==> src/rtl/csr_pipeline_ctrl_pkg.sv <==
// Shared CSR address constants, redirect-sensitivity bit positions and trap FSM states
// for the CSR pipeline glue.
package csr_pipeline_ctrl_pkg;

    localparam logic [11:0] CSR_MSTATUS  = 12'h300;
    localparam logic [11:0] CSR_MIE      = 12'h304;
    localparam logic [11:0] CSR_MTVEC    = 12'h305;
    localparam logic [11:0] CSR_MSCRATCH = 12'h340;
    localparam logic [11:0] CSR_MEPC     = 12'h341;

    localparam int unsigned SENS_MTVEC   = 0;
    localparam int unsigned SENS_MSTATUS = 1;
    localparam int unsigned SENS_MIE     = 2;
    localparam int unsigned SENS_MEPC    = 3;

    typedef enum logic [1:0] {
        IDLE = 2'd0,
        HOLD = 2'd1,
        FIRE = 2'd2
    } trap_state_e;

    // True when a write to addr could change where (or whether) a trap redirects.
    function automatic logic is_sens_addr(input logic [11:0] addr, input logic [3:0] mask);
        case (addr)
            CSR_MTVEC:   return mask[SENS_MTVEC];
            CSR_MSTATUS: return mask[SENS_MSTATUS];
            CSR_MIE:     return mask[SENS_MIE];
            CSR_MEPC:    return mask[SENS_MEPC];
            default:     return 1'b0;
        endcase
    endfunction

endpackage

==> src/rtl/csr_pipeline_ctrl_irq_sync_latch.sv <==
// Per-line interrupt synchroniser with rising-edge detect and an ack-cleared pending latch.
module irq_sync_latch
    import csr_pipeline_ctrl_pkg::*;
#(
    parameter int unsigned NUM_IRQ     = 4,
    parameter int unsigned SYNC_STAGES = 2
) (
    input  logic               clk,
    input  logic               reset,
    input  logic [NUM_IRQ-1:0] irq_raw,
    input  logic [NUM_IRQ-1:0] irq_ack,
    output logic [NUM_IRQ-1:0] irq_pending
);

    logic [NUM_IRQ-1:0] sync_q [SYNC_STAGES];
    logic [NUM_IRQ-1:0] prev_q;
    logic [NUM_IRQ-1:0] pend_q;
    logic [NUM_IRQ-1:0] rise;

    assign rise        = sync_q[SYNC_STAGES-1] & ~prev_q;
    assign irq_pending = pend_q;

    always_ff @(posedge clk) begin
        if (reset) begin
            for (int unsigned i = 0; i < SYNC_STAGES; i++) begin
                sync_q[i] <= '0;
            end
            prev_q <= '0;
            pend_q <= '0;
        end else begin
            sync_q[0] <= irq_raw;
            for (int unsigned i = 1; i < SYNC_STAGES; i++) begin
                sync_q[i] <= sync_q[i-1];
            end
            prev_q <= sync_q[SYNC_STAGES-1];
            // A fresh edge beats an ack arriving in the same cycle.
            pend_q <= (pend_q & ~irq_ack) | rise;
        end
    end

endmodule

==> src/rtl/csr_pipeline_ctrl.sv <==
// Commit-ordered glue between the 5-stage pipeline and csr_unit: EX read forwarding,
// WB-only commits, trap redirect hold while sensitive CSR writes drain, and irq latching.
module csr_pipeline_ctrl
    import csr_pipeline_ctrl_pkg::*;
#(
    parameter int unsigned XLEN        = 32,
    parameter int unsigned NUM_IRQ     = 4,
    parameter int unsigned SYNC_STAGES = 2,
    parameter int unsigned MAX_HOLD    = 4,
    parameter logic [3:0]  SENS_MASK   = 4'b1111
) (
    input  logic               clk,
    input  logic               reset,
    input  logic               ex_v,
    input  logic               mem_v,
    input  logic               wb_v,
    input  logic               csr_is_ex,
    input  logic [11:0]        csr_addr_ex,
    input  logic               csr_is_mem,
    input  logic [11:0]        csr_addr_mem,
    input  logic [XLEN-1:0]    csr_newval_mem,
    input  logic               csr_is_wb,
    input  logic [2:0]         csr_cmd_wb,
    input  logic [11:0]        csr_addr_wb,
    input  logic [XLEN-1:0]    csr_newval_wb,
    input  logic               is_mret_wb,
    input  logic               kill_wb,
    input  logic               take_trap_raw,
    input  logic [XLEN-1:0]    trap_cause_in,
    input  logic [XLEN-1:0]    trap_pc_in,
    input  logic [NUM_IRQ-1:0] irq_raw,
    input  logic [NUM_IRQ-1:0] irq_ack,
    input  logic [XLEN-1:0]    u_csr_rdata,
    output logic               u_csr_en,
    output logic [2:0]         u_csr_cmd,
    output logic [11:0]        u_csr_addr,
    output logic [XLEN-1:0]    u_csr_wdata,
    output logic               u_mret,
    output logic [XLEN-1:0]    csr_rdata_ex,
    output logic               take_trap,
    output logic [XLEN-1:0]    trap_cause_out,
    output logic [XLEN-1:0]    trap_pc_out,
    output logic               trap_busy,
    output logic [NUM_IRQ-1:0] irq_pending,
    output logic               intr_any,
    output logic               hold_timeout
);

    localparam int unsigned       CNT_W     = $clog2(MAX_HOLD + 1);
    localparam logic [CNT_W-1:0]  HOLD_LAST = CNT_W'(MAX_HOLD - 1);

    logic commit;
    logic ex_rd;
    logic mem_hit;
    logic wb_hit;
    logic mem_sens;
    logic wb_sens;
    logic pend_sens;

    trap_state_e       state_q, state_d;
    logic [CNT_W-1:0]  cnt_q, cnt_d;
    logic [XLEN-1:0]   cause_q, pc_q;
    logic              timeout_q;
    logic              latch_en;
    logic              set_timeout;

    assign commit      = wb_v & csr_is_wb & ~kill_wb;
    assign u_csr_en    = commit;
    assign u_csr_cmd   = csr_cmd_wb;
    assign u_csr_wdata = csr_newval_wb;
    assign u_mret      = wb_v & is_mret_wb & ~kill_wb;
    assign u_csr_addr  = commit ? csr_addr_wb : csr_addr_ex;

    // MEM is younger than WB, so its pending value shadows the WB commit.
    assign ex_rd   = ex_v & csr_is_ex;
    assign mem_hit = ex_rd & mem_v & csr_is_mem & (csr_addr_mem == csr_addr_ex);
    assign wb_hit  = ex_rd & commit & (csr_addr_wb == csr_addr_ex);

    always_comb begin
        csr_rdata_ex = u_csr_rdata;
        if (mem_hit) begin
            csr_rdata_ex = csr_newval_mem;
        end else if (wb_hit) begin
            csr_rdata_ex = csr_newval_wb;
        end
    end

    assign mem_sens  = mem_v & csr_is_mem & is_sens_addr(csr_addr_mem, SENS_MASK);
    assign wb_sens   = commit & is_sens_addr(csr_addr_wb, SENS_MASK);
    assign pend_sens = mem_sens | wb_sens;

    always_comb begin
        state_d        = state_q;
        cnt_d          = cnt_q;
        latch_en       = 1'b0;
        set_timeout    = 1'b0;
        take_trap      = 1'b0;
        trap_cause_out = cause_q;
        trap_pc_out    = pc_q;
        case (state_q)
            IDLE: begin
                trap_cause_out = trap_cause_in;
                trap_pc_out    = trap_pc_in;
                if (take_trap_raw) begin
                    if (pend_sens) begin
                        latch_en = 1'b1;
                        cnt_d    = '0;
                        state_d  = HOLD;
                    end else begin
                        take_trap = 1'b1;
                    end
                end
            end
            HOLD: begin
                cnt_d = cnt_q + CNT_W'(1);
                if (!pend_sens) begin
                    state_d = FIRE;
                end else if (cnt_q == HOLD_LAST) begin
                    state_d     = FIRE;
                    set_timeout = 1'b1;
                end
            end
            FIRE: begin
                take_trap = 1'b1;
                state_d   = IDLE;
            end
            default: state_d = IDLE;
        endcase
    end

    always_ff @(posedge clk) begin
        if (reset) begin
            state_q   <= IDLE;
            cnt_q     <= '0;
            cause_q   <= '0;
            pc_q      <= '0;
            timeout_q <= 1'b0;
        end else begin
            state_q <= state_d;
            cnt_q   <= cnt_d;
            if (latch_en) begin
                cause_q <= trap_cause_in;
                pc_q    <= trap_pc_in;
            end
            if (set_timeout) begin
                timeout_q <= 1'b1;
            end
        end
    end

    assign trap_busy    = (state_q != IDLE);
    assign hold_timeout = timeout_q;

    // The arbiter must wait for trap_busy to drop before raising another request.
    a_no_req_while_busy: assert property (@(posedge clk) disable iff (reset)
        !(take_trap_raw && (state_q != IDLE)));

    irq_sync_latch #(
        .NUM_IRQ     (NUM_IRQ),
        .SYNC_STAGES (SYNC_STAGES)
    ) u_irq (
        .clk         (clk),
        .reset       (reset),
        .irq_raw     (irq_raw),
        .irq_ack     (irq_ack),
        .irq_pending (irq_pending)
    );

    assign intr_any = |irq_pending;

endmodule
==> config.mk <==
export PLATFORM = sky130hd
export DESIGN_NAME = csr_pipeline_ctrl
export DESIGN_NICKNAME = d
export VERILOG_FILES = /design/src/rtl/csr_pipeline_ctrl_pkg.sv /design/src/rtl/csr_pipeline_ctrl_irq_sync_latch.sv /design/src/rtl/csr_pipeline_ctrl.sv
export SDC_FILE = /design/constraint.sdc
export NUM_CORES = 1
export LEC_CHECK = 0
export BUFFER_PORTS_ARGS = -buffer_cell sky130_fd_sc_hd__buf_4
export CAP_MARGIN = 20
export CORE_AREA = 2 2 142 144
export DETAILED_ROUTE_END_ITERATION = 7
export DIE_AREA = 0 0 144 146
export HOLD_SLACK_MARGIN = 0.1
export RECOVER_POWER = 25
export SYNTH_ARGS = -nofsm -noshare
export SYNTH_HDL_FRONTEND = slang
export SYNTH_SLANG_ARGS = --single-unit
==> constraint.sdc <==
create_clock -name clk -period 2.4 [get_ports clk]
set_clock_uncertainty 0.2 [all_clocks]
set_input_delay 0.12 -clock clk [delete_from_list [all_inputs] [get_ports clk]]
set_output_delay 0.12 -clock clk [all_outputs]
set_load 0.1 [all_outputs]
After elaboration in Yosys (flattened, before gate mapping)
Memories as Yosys holds them, arrays and structs flattened.
Index checks and enable logic that the tools add are counted.
{"block": "op_classes", "n_addsub": 1, "n_eq_ne": 16, "n_mux": 29, "n_bitwise": 22, "n_reduce_logical": 8}
{"op": "$mux 32", "count": 4}
{"op": "$eq 12x10->1 const B", "count": 8}
{"op": "$eq 12x12->1", "count": 2}
{"op": "$and 1x1->1", "count": 13}
{"op": "$mux 1", "count": 13}
{"op": "$mux 12", "count": 1}
{"op": "$reduce_or 4->1", "count": 3}
{"op": "$and 4x4->4", "count": 2}
{"op": "$mux 2", "count": 4}
{"op": "$mux 4", "count": 2}
{"op": "$not 4->4", "count": 2}
{"op": "$mux 3", "count": 2}
{"op": "$pmux 3 s2", "count": 1}
{"op": "$reduce_and 3->1", "count": 2}
{"op": "$ne 2x2->1 const B", "count": 2}
{"op": "$or 4x4->4", "count": 1}
{"op": "$pmux 2 s2", "count": 1}
{"op": "$reduce_bool 2->1", "count": 2}
{"op": "$add 3x1->3 const B", "count": 1}
{"op": "$eq 3x2->1 const B", "count": 1}
{"op": "$ne 3x3->1 const B", "count": 1}
{"op": "$or 1x1->1", "count": 3}
{"op": "$eq 2x1->1 const B", "count": 1}
{"op": "$eq 2x2->1 const B", "count": 1}
{"op": "other kinds (3)", "count": 3}
{"block": "totals", "regBits": 78, "ram_bits": 8, "input_bits": 218, "out_inout_bits": 153, "wordCells": 84, "memories": 1}
{"name": "u_irq.sync_q", "depth": 2, "word_bits": 4, "rd": 2, "rd_ports_with_merged_regs": 0, "write_ports": 2, "line_no": "csr_pipeline_ctrl_irq_sync_latch.sv:15", "source": "logic [NUM_IRQ-1:0] sync_q [SYNC_STAGES];"}

Logic depth before layout (Yosys ltp)
Gate-level depths: netlist of run 1.
{"block": "logic_depth", "depth_word": 8, "ltp_mapped": 8, "ltp_nobuf": 6}

Hierarchy
A second synthesis of run 1 with hierarchy kept.
{"block": "hier_totals", "hier_cells": 599, "hier_area_um2": 6139.6}
{"module": "csr_pipeline_ctrl", "instances": 1, "cells_per_inst": 558, "area_each_um2": 5630.4, "seq_area_each_um2": 1401.3}
{"module": "irq_sync_latch", "instances": 1, "cells_per_inst": 41, "area_each_um2": 509.2, "seq_area_each_um2": 320.3}

Worst setup path after synthesis of run 1
Ideal clock, no wire load.
{"block": "synth_timing", "kind": "input-to-output", "start": "input kill_wb", "end": "output u_csr_addr[10]", "t_arrival_ns": 2.293, "t_required_ns": 2.080, "slack_ns": -0.213, "cell_stages": 5, "path_buffers": 1, "path_cell_list": "nand3b_1 -> inv_1 -> buf_1 -> nand2_1 -> nand2_1"}
{"block": "synth_between", "elab_chain_len": 3}
{"item": "start, declared", "line_no": "csr_pipeline_ctrl.sv:27", "source": "input logic kill_wb,"}
{"item": "$not 1->1", "line_no": "csr_pipeline_ctrl.sv:67", "source": "assign commit = wb_v & csr_is_wb & ~kill_wb;"}
{"item": "$and 1x1->1", "line_no": "csr_pipeline_ctrl.sv:67"}
{"item": "via u_csr_en", "line_no": "csr_pipeline_ctrl.sv:34", "source": "output logic u_csr_en,"}
{"item": "$mux 12", "line_no": "csr_pipeline_ctrl.sv:72", "source": "assign u_csr_addr = commit ? csr_addr_wb : csr_addr_ex;"}
{"item": "end, declared", "line_no": "csr_pipeline_ctrl.sv:36", "source": "output logic [11:0] u_csr_addr,"}
The timed path passes the listed nets, and every way through them passes these cells.

Final worst setup path of run 1
{"block": "layout_timing", "start": "input csr_addr_wb[10]", "end": "output csr_rdata_ex[20]"}
{"block": "layout_between", "elab_chain_len": 4}
{"item": "start, declared", "line_no": "csr_pipeline_ctrl.sv:24", "source": "input logic [11:0] csr_addr_wb,"}
{"item": "$eq 12x12->1", "line_no": "csr_pipeline_ctrl.sv:77", "source": "assign wb_hit = ex_rd & commit & (csr_addr_wb == csr_addr_ex);"}
{"item": "$and 1x1->1", "line_no": "csr_pipeline_ctrl.sv:77"}
{"item": "$mux 32", "line_no": "csr_pipeline_ctrl.sv:83", "source": "end else if (wb_hit) begin"}
{"item": "$mux 32", "line_no": "csr_pipeline_ctrl.sv:81", "source": "if (mem_hit) begin"}
{"item": "end, declared", "line_no": "csr_pipeline_ctrl.sv:39", "source": "output logic [XLEN-1:0] csr_rdata_ex,"}
Every way passes these cells.

==> results of run 1 <==
==> per-layer routing <==
metal  GRT usage  wire length, microns  up-vias  part of all wire
li1            -                     -     2885                 -
met1       0.231                  8710     2713              0.37
met2       0.388                 12000      234              0.51
met3      0.0652                  2150       32             0.091
met4      0.0799                   655        2             0.028
met5           0                    13        -           0.00055
==> how the worst min path moves through the flow <==
stage,end,start,cells past startpoint,slack [ns]
global route,state_q[0],csr_addr_mem[1],4,0.14
global placement,u_csr_cmd[0],csr_cmd_wb[0],0,0.04
CTS,state_q[0],csr_addr_mem[1],4,0.11
finish,state_q[0],csr_addr_mem[1],4,0.12
detailed placement,u_csr_cmd[0],csr_cmd_wb[0],0,0.04
floorplan,u_irq.sync_q[0][0],irq_raw[0],1,0.05
==> cells in the final DEF, fill, tap and decap left out, types with 2 or more instances in the layout <==
master / synthesis / routed
a21oi_1: 7 / 7
buf_12: 0 / 4
buf_4: 35 / 347
buf_6: 7 / 4
bufinv_16: 0 / 3
clkbuf_1: 22 / 39
clkbuf_16: 0 / 9
dfxtp_1: 86 / 86
dlygate4sd3_1: 0 / 76
ha_1: 2 / 2
inv_1: 5 / 5
mux2_1: 32 / 32
mux2_2: 96 / 96
mux2i_1: 64 / 64
nand2_1: 41 / 41
nand2b_1: 139 / 139
nand4_1: 3 / 3
nor2_1: 9 / 8
nor2b_1: 13 / 13
nor3_1: 3 / 3
nor4_1: 5 / 3
nor4_2: 0 / 2
o22ai_1: 2 / 2
xnor2_1: 2 / 2
xor2_1: 24 / 24
==> power by group through the flow <==
stage	Clock (uW)	Sequential, uW	Combinational, uW
4_1_cts	1630	1440	2010
6_report	1580	1440	1980
3_3_place_gp	0	1470	1880
2_1_floorplan	0	1490	1310
5_1_grt	1700	1440	2050
3_5_place_dp	0	1470	1880
==> Yosys cell counts, types with 2 or more instances <==
cell | n | share of area
nand2_1 | 41 | 0.026
xnor2_1 | 2 | 0.0029
inv_1 | 5 | 0.0032
nor2_1 | 9 | 0.0057
buf_2 | 3 | 0.0025
buf_6 | 7 | 0.013
mux2_2 | 96 | 0.18
ha_1 | 2 | 0.0042
nor4_1 | 5 | 0.0053
nor2b_1 | 13 | 0.014
clkbuf_1 | 22 | 0.014
o22ai_1 | 2 | 0.0021
nor3_1 | 3 | 0.0025
buf_4 | 35 | 0.044
mux2_1 | 32 | 0.061
buf_1 | 6 | 0.0038
dfxtp_1 | 86 | 0.29
mux2i_1 | 64 | 0.11
nand4_1 | 3 | 0.0032
a21oi_1 | 7 | 0.0059
nand2b_1 | 139 | 0.15
xor2_1 | 24 | 0.035
==> timing repair <==
| action | CTS | global route |
|---|---|---|
| pin swaps | 0 | 1 |
| resized for setup | 1 | 5 |
| hold endpoints to repair | 79 | 0 |
| hold buffers | 76 | 0 |
| setup endpoints to repair | 1 | 64 |
| setup buffers | 0 | 3 |
==> per-stage QoR <==
step | utilization | instance area (sq um) | total power, uW
final | 0.508 | 9820 | 5010
after global routing | 0.508 | 9820 | 5190
after CTS | 0.513 | 9920 | 5080
after detailed placement | 0.456 | 8820 | 3360
after floorplan | - | 5950 | 2800
after global placement | 0.456 | 8820 | 3360
==> area by class of cell <==
class / instances / area [sq um] / area share
clock buffer: 9 / 225 / 0.0229
clock inverter: 6 / 111 / 0.0113
antenna: 1 / 2.50 / 0.000255
sequential: 86 / 1720 / 0.175
inverter: 5 / 18.8 / 0.00191
tap: 265 / 332 / 0.0338
multi-input combinational: 459 / 3770 / 0.384
timing repair buffer: 470 / 3640 / 0.370
==> state kept, by name, summed over array words and instances, names as in the netlist <==
signal	cells
state_q	2
u_irq.irq_pending	4
cause_q	32
hold_timeout	1
pc_q	32
cnt_q	3
u_irq.prev_q	4
u_irq.sync_q	8
==> logic make-up after synthesis <==
family,Yosys count,synth area share
adder cells (fa/ha/maj),2,0.00421
AO/OA/AOI/OAI,15,0.0187
flip-flops,86,0.290
buffers and inverters,78,0.0809
AND/OR/NAND/NOR,224,0.218
XOR/XNOR,26,0.0383
multiplexers,192,0.350
==> critical path, stage by stage <==
cell	delay (ns)
buf_4	0.12
xor2_1	0.18
nor4_2	0.28
buf_4	0.14
nand4_1	0.10
buf_6	0.22
mux2_1	0.34
mux2_2	0.29
buf_4	0.24
==> impl_metrics.env, run 1 <==
export IMPL_status="complete, but fails checks"
export IMPL_violations="max-capacitance violations, max-slew violations"
export IMPL_initial_core_util=0.307
export IMPL_cts_buffers_inserted=9
export IMPL_dp_hpwl_mm=18.7
export IMPL_reg2reg_depth=5
export IMPL_synth_ff_type="dfxtp_1"
export IMPL_nNetsFinal=1251
export IMPL_maxCapViolCount=1
export IMPL_final_hold_viol_count=0
export IMPL_cp_end_kind="output port"
export IMPL_crit_arrival_ns=2.04
export IMPL_seq_power_share=0.288
export IMPL_ant_nets=0
export IMPL_tightestPinTransition_ns=1.68
export IMPL_rr_startpoint="state_q[0]"
export IMPL_drc=0
export IMPL_place_congestion=0.894
export IMPL_antenna_found_initial=2
export IMPL_min_period_over_period=0.982
export IMPL_gr_total_overflow=0
export IMPL_postSynthRegisterBits=86
export IMPL_yosysSeqAreaShare=0.290
export IMPL_layout_drive_gt1_share=0.456
export IMPL_rsz0062_at_grt="true"
export IMPL_fillCellCount=1889
export IMPL_crit_fanout=22
export IMPL_fp_dieW_microns=144
export IMPL_crit_type="primary input to output port"
export IMPL_cts_root_buffer="clkbuf_16"
export IMPL_worst_slack_ns=0.0432
export IMPL_avgRoutedWirePerCell_microns=18.1
export IMPL_startpoint="csr_addr_wb[10]"
export IMPL_clk_latency_ns=0.34
export IMPL_fmax_ghz=0.424
export IMPL_cellPowerDensity_nw_per_um2=510
export IMPL_area_growth_pct=65.3
export IMPL_cp_required_ns=2.08
export IMPL_path_clk_slew_ns=0.06
export IMPL_synth_edf_count=0
export IMPL_intPower_uw=3070
export IMPL_vias=5866
export IMPL_io_buffers=364
export IMPL_fin_crit_ns=2.36
export IMPL_boundaryPins=371
export IMPL_syn_inst=623
export IMPL_drt_iter0_drc=191
export IMPL_grt_pass1_vias=5929
export IMPL_routed_wl_mm=23.5
export IMPL_place_ws_ns=0.00377
export IMPL_avgViaCountPerCell=4.51
export IMPL_final_cells=1301
export IMPL_setup_viol=0
export IMPL_sw_frac_of_total=0.386
export IMPL_tns_ns=0
export IMPL_die_area_sq_um=21000
export IMPL_yosys_warnings=0
export IMPL_placed_cells=1206
export IMPL_holdWs_ns=0.122
export IMPL_num_rows=51
export IMPL_syn_area_sq_um=5940
export IMPL_grt_pass1_wl_mm=34.1
export IMPL_cts_htree_levels=3
export IMPL_globalRouteTotalUtil=0.214
export IMPL_startpoint_type="primary input"
export IMPL_die_h_microns=146
export IMPL_core_area_sq_um=19300
export IMPL_tritoncts="built"
export IMPL_vdd_drop_max_mv=0.320
export IMPL_slew_violations=54
export IMPL_maxSlewHeadroom=-0.117
export IMPL_crit_path_end="csr_rdata_ex[20]"
export IMPL_synth_avg_cell_area_sq_um=9.54
export IMPL_p_clk_frac=0.316
export IMPL_ys_types=39
export IMPL_clkSinkCount=86
export IMPL_grt_max_degree=65
export IMPL_switchingPower_uw=1930
export IMPL_hold_class="primary input to flop"
export IMPL_r2r_setup_slack_ns=0.56
export IMPL_clock_path_buffers=2
export IMPL_async_reset_ff_frac=0
export IMPL_pwr_share_comb=0.396
export IMPL_timing_rr_end="pc_q[22]"
export IMPL_firstDrtPassIters=4
export IMPL_p_leak_uw=0.00475
export IMPL_syn_nets=843
Note: power is estimated with default switching activity, not from simulation.
==> run 2, diff against run 1 <==
- CAP_MARGIN: 20 -> default
- CORE_AREA: 2 2 142 144 -> 10 10 135 137
- DIE_AREA: 0 0 144 146 -> 0 0 145 147
- PLACE_DENSITY: default -> 0.73
==> run 2 against run 1 <==
Compared with the run above:
- worst setup slack better by 0.0073 ns
- core utilization up 11 points
- global-route usage up 1.8 points
- critical path depth down 1
- largest cell class unchanged
- power down 1.1%
- via count down 0.14%
- non-clock buffer count down 16
- the run now ends clean
- sequential share of layout area up 0.37 points
- sequential power about the same
==> impl_metrics.env, run 2 (synthesis gave the netlist of run 1 again) <==
export IMPL_final_cells=1236
export IMPL_cts_buffers_inserted=9
export IMPL_min_path_cells=4
export IMPL_routed_wl_mm=26.2
export IMPL_crit_arrival_ns=2.03
export IMPL_final_common_cell="buf_4"
export IMPL_fp_dieW_microns=145
export IMPL_slew_violations=0
export IMPL_tritoncts="built"
export IMPL_num_antenna_cells=0
export IMPL_area_growth_pct=61.9
export IMPL_layout_drive_gt1_share=0.445
export IMPL_io_buffers=364
export IMPL_die_h_microns=147
export IMPL_crit_type="primary input to output port"
export IMPL_grt_pass1_wl_mm=38.5
export IMPL_crit_fanout=32
export IMPL_place_area_sq_um=8650
export IMPL_fillCellCount=1357
export IMPL_clock_path_buffers=2
export IMPL_p_leak_uw=0.00467
export IMPL_p_clk_frac=0.308
export IMPL_intPower_uw=2970
export IMPL_path_clk_slew_ns=0.06
export IMPL_clk_latency_ns=0.34
export IMPL_maxSlewHeadroom=0.0732
export IMPL_reg2reg_depth=5
export IMPL_pwr_share_comb=0.400
export IMPL_setup_viol=0
export IMPL_placed_cells=1141
export IMPL_startpoint_type="primary input"
export IMPL_fin_util=0.617
export IMPL_antenna_found_initial=0
export IMPL_min_period_over_period=0.979
export IMPL_avgRoutedWirePerCell_microns=21.2
export IMPL_cellPowerDensity_nw_per_um2=515
export IMPL_drc=0
export IMPL_switchingPower_uw=1980
export IMPL_core_area_sq_um=15600
export IMPL_holdWs_ns=0.141
export IMPL_cp_end_kind="output port"
export IMPL_grt_max_degree=67
export IMPL_num_rows=46
export IMPL_biggestRegsByFlops="cause_q (32), pc_q (32), u_irq.sync_q (8)"
export IMPL_rr_startpoint="state_q[0]"
export IMPL_place_congestion=0.998
export IMPL_finalPower_uw=4950
export IMPL_cp_required_ns=2.08
export IMPL_nNetsFinal=1235
export IMPL_drt_iter0_drc=255
export IMPL_vias=5858
export IMPL_mostFrequentLayoutCells="329 x buf_4, 139 x nand2b_1, 96 x mux2_2"
export IMPL_avgViaCountPerCell=4.74
export IMPL_vdd_drop_max_mv=0.395
export IMPL_hold_class="primary input to flop"
export IMPL_die_area_sq_um=21300
export IMPL_fmax_ghz=0.426
export IMPL_maxCapViolCount=0
export IMPL_tightestPinTransition_ns=1.40
export IMPL_final_hold_viol_count=0
export IMPL_initial_core_util=0.381
export IMPL_rsz0062_at_grt="false"
export IMPL_postLayoutCellArea_sq_um=9620
export IMPL_hold_end="state_q[0]"
export IMPL_r2r_setup_slack_ns=0.53
export IMPL_dp_hpwl_mm=20.5
export IMPL_status="finished, final reports clean"
export IMPL_globalRouteTotalUtil=0.231
export IMPL_cts_htree_levels=3
export IMPL_ant_nets=0
export IMPL_boundaryPins=371
export IMPL_clkSinkCount=86
export IMPL_firstDrtPassIters=5
export IMPL_timing_rr_end="pc_q[13]"
export IMPL_cts_root_buffer="clkbuf_16"
export IMPL_grt_pass1_vias=6124
export IMPL_gr_total_overflow=0
export IMPL_fin_crit_ns=2.35
export IMPL_holdCritStartpoint="csr_addr_mem[3]"
export IMPL_seq_power_share=0.291
export IMPL_sw_frac_of_total=0.400
-- run 2: layout make-up --
type	instances	area, sq um	area share
repair buffers	454	3520	0.366
flip-flops and latches	86	1720	0.179
clock buffers	10	229	0.0238
multi-input cells	459	3760	0.391
well taps	216	270	0.0281
inverters	5	18.8	0.00195
clock inverters	6	93.8	0.00976
-- run 2: metrics by stage --
step / worst slack (ns) / setup TNS [ns]
finish: 0.0504 / 0
global route: 0.00401 / 0
CTS: 0.0280 / 0
detailed placement: 0.0323 / 0
global placement: -0.0484 / -0.197
floorplan: 0.204 / 0
-- run 2: power by group through the flow --
stage          clock network, uW  registers [uW]  logic (uW)
6_report                    1530            1440        1980
3_3_place_gp                   0            1470        1870
3_5_place_dp                   0            1470        1870
5_1_grt                     1630            1440        2050
4_1_cts                     1570            1440        2000
2_1_floorplan                  0            1490        1310
-- run 2: how the worst max path moves through the flow --
stage | to | startpoint
final | csr_rdata_ex[6] | csr_addr_wb[10]
after global routing | csr_rdata_ex[27] | csr_addr_wb[4]
after CTS | csr_rdata_ex[11] | csr_addr_ex[10]
after detailed placement | csr_rdata_ex[0] | csr_addr_wb[4]
after global placement | csr_rdata_ex[0] | csr_addr_ex[10]
after floorplan | u_csr_addr[10] | kill_wb
-- run 2: metal layers --
layer | track usage | vias to the layer above | part of all wire
met2 | 0.409 | 268 | 0.50
met5 | 0 | - | 0
met3 | 0.0805 | 24 | 0.089
met1 | 0.259 | 2723 | 0.39
met4 | 0.0598 | 0 | 0.018
li1 | - | 2843 | -
-- run 2: worst max-delay path, stage by stage --
cell,delay [ns]
buf_4,0.12
xor2_1,0.17
nor4_1,0.30
nand4_1,0.18
buf_12,0.22
mux2_1,0.34
mux2_2,0.31
buf_4,0.24
-- run 2: timing repair --
action                     CTS  global route
hold endpoints to repair    82             0
setup endpoints to repair    0            17
hold buffers                78             0
setup buffers                0             1
resized for setup            0             2
==> run 3, diff against run 2 <==
- CORE_AREA: 10 10 135 137 -> 10 10 134 136
- CTS_CLUSTER_DIAMETER: default -> 150
- DIE_AREA: 0 0 145 147 -> 0 0 144 146
- PLACE_DENSITY: 0.73 -> 0.74
- SETUP_SLACK_MARGIN: default -> 0.4
- clock period: 2.4 -> 3 ns (I/O delays scaled with it)
==> run 3 against run 2 <==
Compared with the run above:
- worst hold slack worse by 0.041 ns
- flip-flop and latch count stayed put
- routed wire length fell by 5.5%
- global-route usage is 0.91 points lower
- clock power fell by 24%
- first-iteration DRC count down 13%
- clock-buffer cell count increased by 1
- core utilization is 0.62 points lower
- sequential power decreased by 20%
- critical path depth stayed put
- largest cell class unchanged
==> impl_metrics.env, run 3 (synthesis gave the netlist of run 1 again) <==
export IMPL_maxSlewHeadroom=0.0363
export IMPL_core_area_sq_um=15500
export IMPL_maxCapViolCount=0
export IMPL_cp_required_ns=2.65
export IMPL_clk_latency_ns=0.33
export IMPL_tns_ns=0
export IMPL_drc=0
export IMPL_critical_path_buf_inv_count=3
export IMPL_io_buffers=364
export IMPL_crit_fanout=32
export IMPL_status="finished, final reports clean"
export IMPL_cp_end_kind="output port"
export IMPL_die_h_microns=146
export IMPL_cts_buffers_inserted=9
export IMPL_slew_violations=0
export IMPL_place_congestion=0.928
export IMPL_firstDrtPassIters=4
export IMPL_tightestPinTransition_ns=1.45
export IMPL_area_growth_pct=59.1
export IMPL_clock_path_buffers=2
export IMPL_routed_wl_mm=24.7
export IMPL_vdd_drop_max_mv=0.255
export IMPL_hold_class="primary input to output port"
export IMPL_holdWs_ns=0.100
export IMPL_vias=5838
export IMPL_avgViaCountPerCell=4.84
export IMPL_num_rows=46
export IMPL_slowest_stage="mux2_1"
export IMPL_boundaryPins=371
export IMPL_ant_nets=0
export IMPL_antenna_found_initial=2
export IMPL_mostFrequentLayoutCells="333 x buf_4, 139 x nand2b_1, 96 x mux2_2"
export IMPL_final_common_cell="buf_4"
export IMPL_globalRouteTotalUtil=0.222
export IMPL_die_area_sq_um=21000
export IMPL_min_period_over_period=0.800
export IMPL_grt_pass1_wl_mm=36.3
export IMPL_fmax_ghz=0.417
export IMPL_p_leak_uw=0.00460
export IMPL_cts_setup_buffers=0
export IMPL_grt_pass1_vias=6136
export IMPL_cts_resized=0
export IMPL_slowest_delay_ns=0.36
export IMPL_hold_buffers=73
export IMPL_setup_viol=0
export IMPL_tritoncts="built"
export IMPL_clkSinkCount=86
export IMPL_cp_top_family="multiplexers"
export IMPL_fp_dieW_microns=144
export IMPL_grt_max_degree=93
export IMPL_biggestRegsByFlops="cause_q (32), pc_q (32), u_irq.sync_q (8)"
export IMPL_final_hold_viol_count=0
export IMPL_cp_cell_sequence="buf_4, xor2_1, nor4_1, nand4_1, buf_4, mux2_1, mux2_2, buf_4"
export IMPL_crit_type="primary input to output port"
export IMPL_avgRoutedWirePerCell_microns=20.5
export IMPL_drt_iter0_drc=221
export IMPL_cts_htree_levels=3
export IMPL_initial_core_util=0.384
export IMPL_fin_crit_ns=2.40
export IMPL_layout_drive_gt1_share=0.443
export IMPL_cts_root_buffer="clkbuf_16"
export IMPL_gr_total_overflow=0
export IMPL_cellPowerDensity_nw_per_um2=409
export IMPL_rsz0062_at_grt="false"
export IMPL_startpoint_type="primary input"
export IMPL_cpMostUsedCell="buf_4"
export IMPL_nNetsFinal=1228
export IMPL_crit_arrival_ns=2.05
export IMPL_dp_hpwl_mm=19.7
run 3: changes by cell type in the layout (fill, tap and decap cells not counted), moves of 2 or more:
cell           change
dlygate4sd3_1      -5
buf_12             -4
buf_4              +4
clkbuf_1           +2
clkbuf_2           -2
diode_2            +2
inv_6              -2
run 3: worst paths after layout:
| path | start | to | depth (start not counted) | slack, ns |
|---|---|---|---|---|
| worst max register to register | state_q[0] | cause_q[13] | 4 | 1.31 |
| worst min-delay path | csr_cmd_wb[1] | u_csr_cmd[1] | 0 | 0.10 |
| worst min register to register | u_irq.sync_q[0][3] | u_irq.sync_q[0][7] | 1 | 0.24 |
| worst max-delay path | csr_addr_wb[9] | csr_rdata_ex[4] | 8 | 0.60 |
run 3: layout make-up:
cell class / instances / area, sq um
clock buffer: 11 / 233
antenna: 2 / 5.00
fill: 1342 / 6030
tap: 192 / 240
inverter: 5 / 18.8
multi-input combinational: 459 / 3760
timing repair buffer: 447 / 3400
clock inverter: 4 / 72.6
sequential: 86 / 1720
run 3: power by group:
| part | switching, uW | internal [uW] | leakage, uW | total [uW] |
|---|---|---|---|---|
| registers | 3.34 | 1150 | 0.000695 | 1150 |
| logic | 1070 | 481 | 0.00376 | 1550 |
| clock network | 438 | 724 | 0.000146 | 1160 |
| total | 1510 | 2360 | 0.00460 | 3860 |
run 3: metal layers:
metal	share of wire	vias to the layer above	global-route usage	routed length, microns
met5	0	-	0	0
met4	0.037	0	0.101	915
met3	0.11	45	0.0956	2680
met2	0.50	249	0.381	12400
met1	0.36	2713	0.227	8790
li1	-	2831	-	-
run 3: through the flow:
| step | util | instances | power (uW) | area [sq um] | setup WS [ns] |
|---|---|---|---|---|---|
| 2_1_floorplan | - | 623 | 2240 | 5950 | 0.744 |
| 4_1_cts | 0.620 | 1204 | 3910 | 9600 | 0.596 |
| 5_1_grt | 0.610 | 1206 | 4000 | 9450 | 0.478 |
| 6_report | 0.610 | 1206 | 3860 | 9450 | 0.600 |
| 3_5_place_dp | 0.553 | 1116 | 2670 | 8560 | 0.598 |
| 3_3_place_gp | 0.553 | 1116 | 2660 | 8560 | 0.595 |
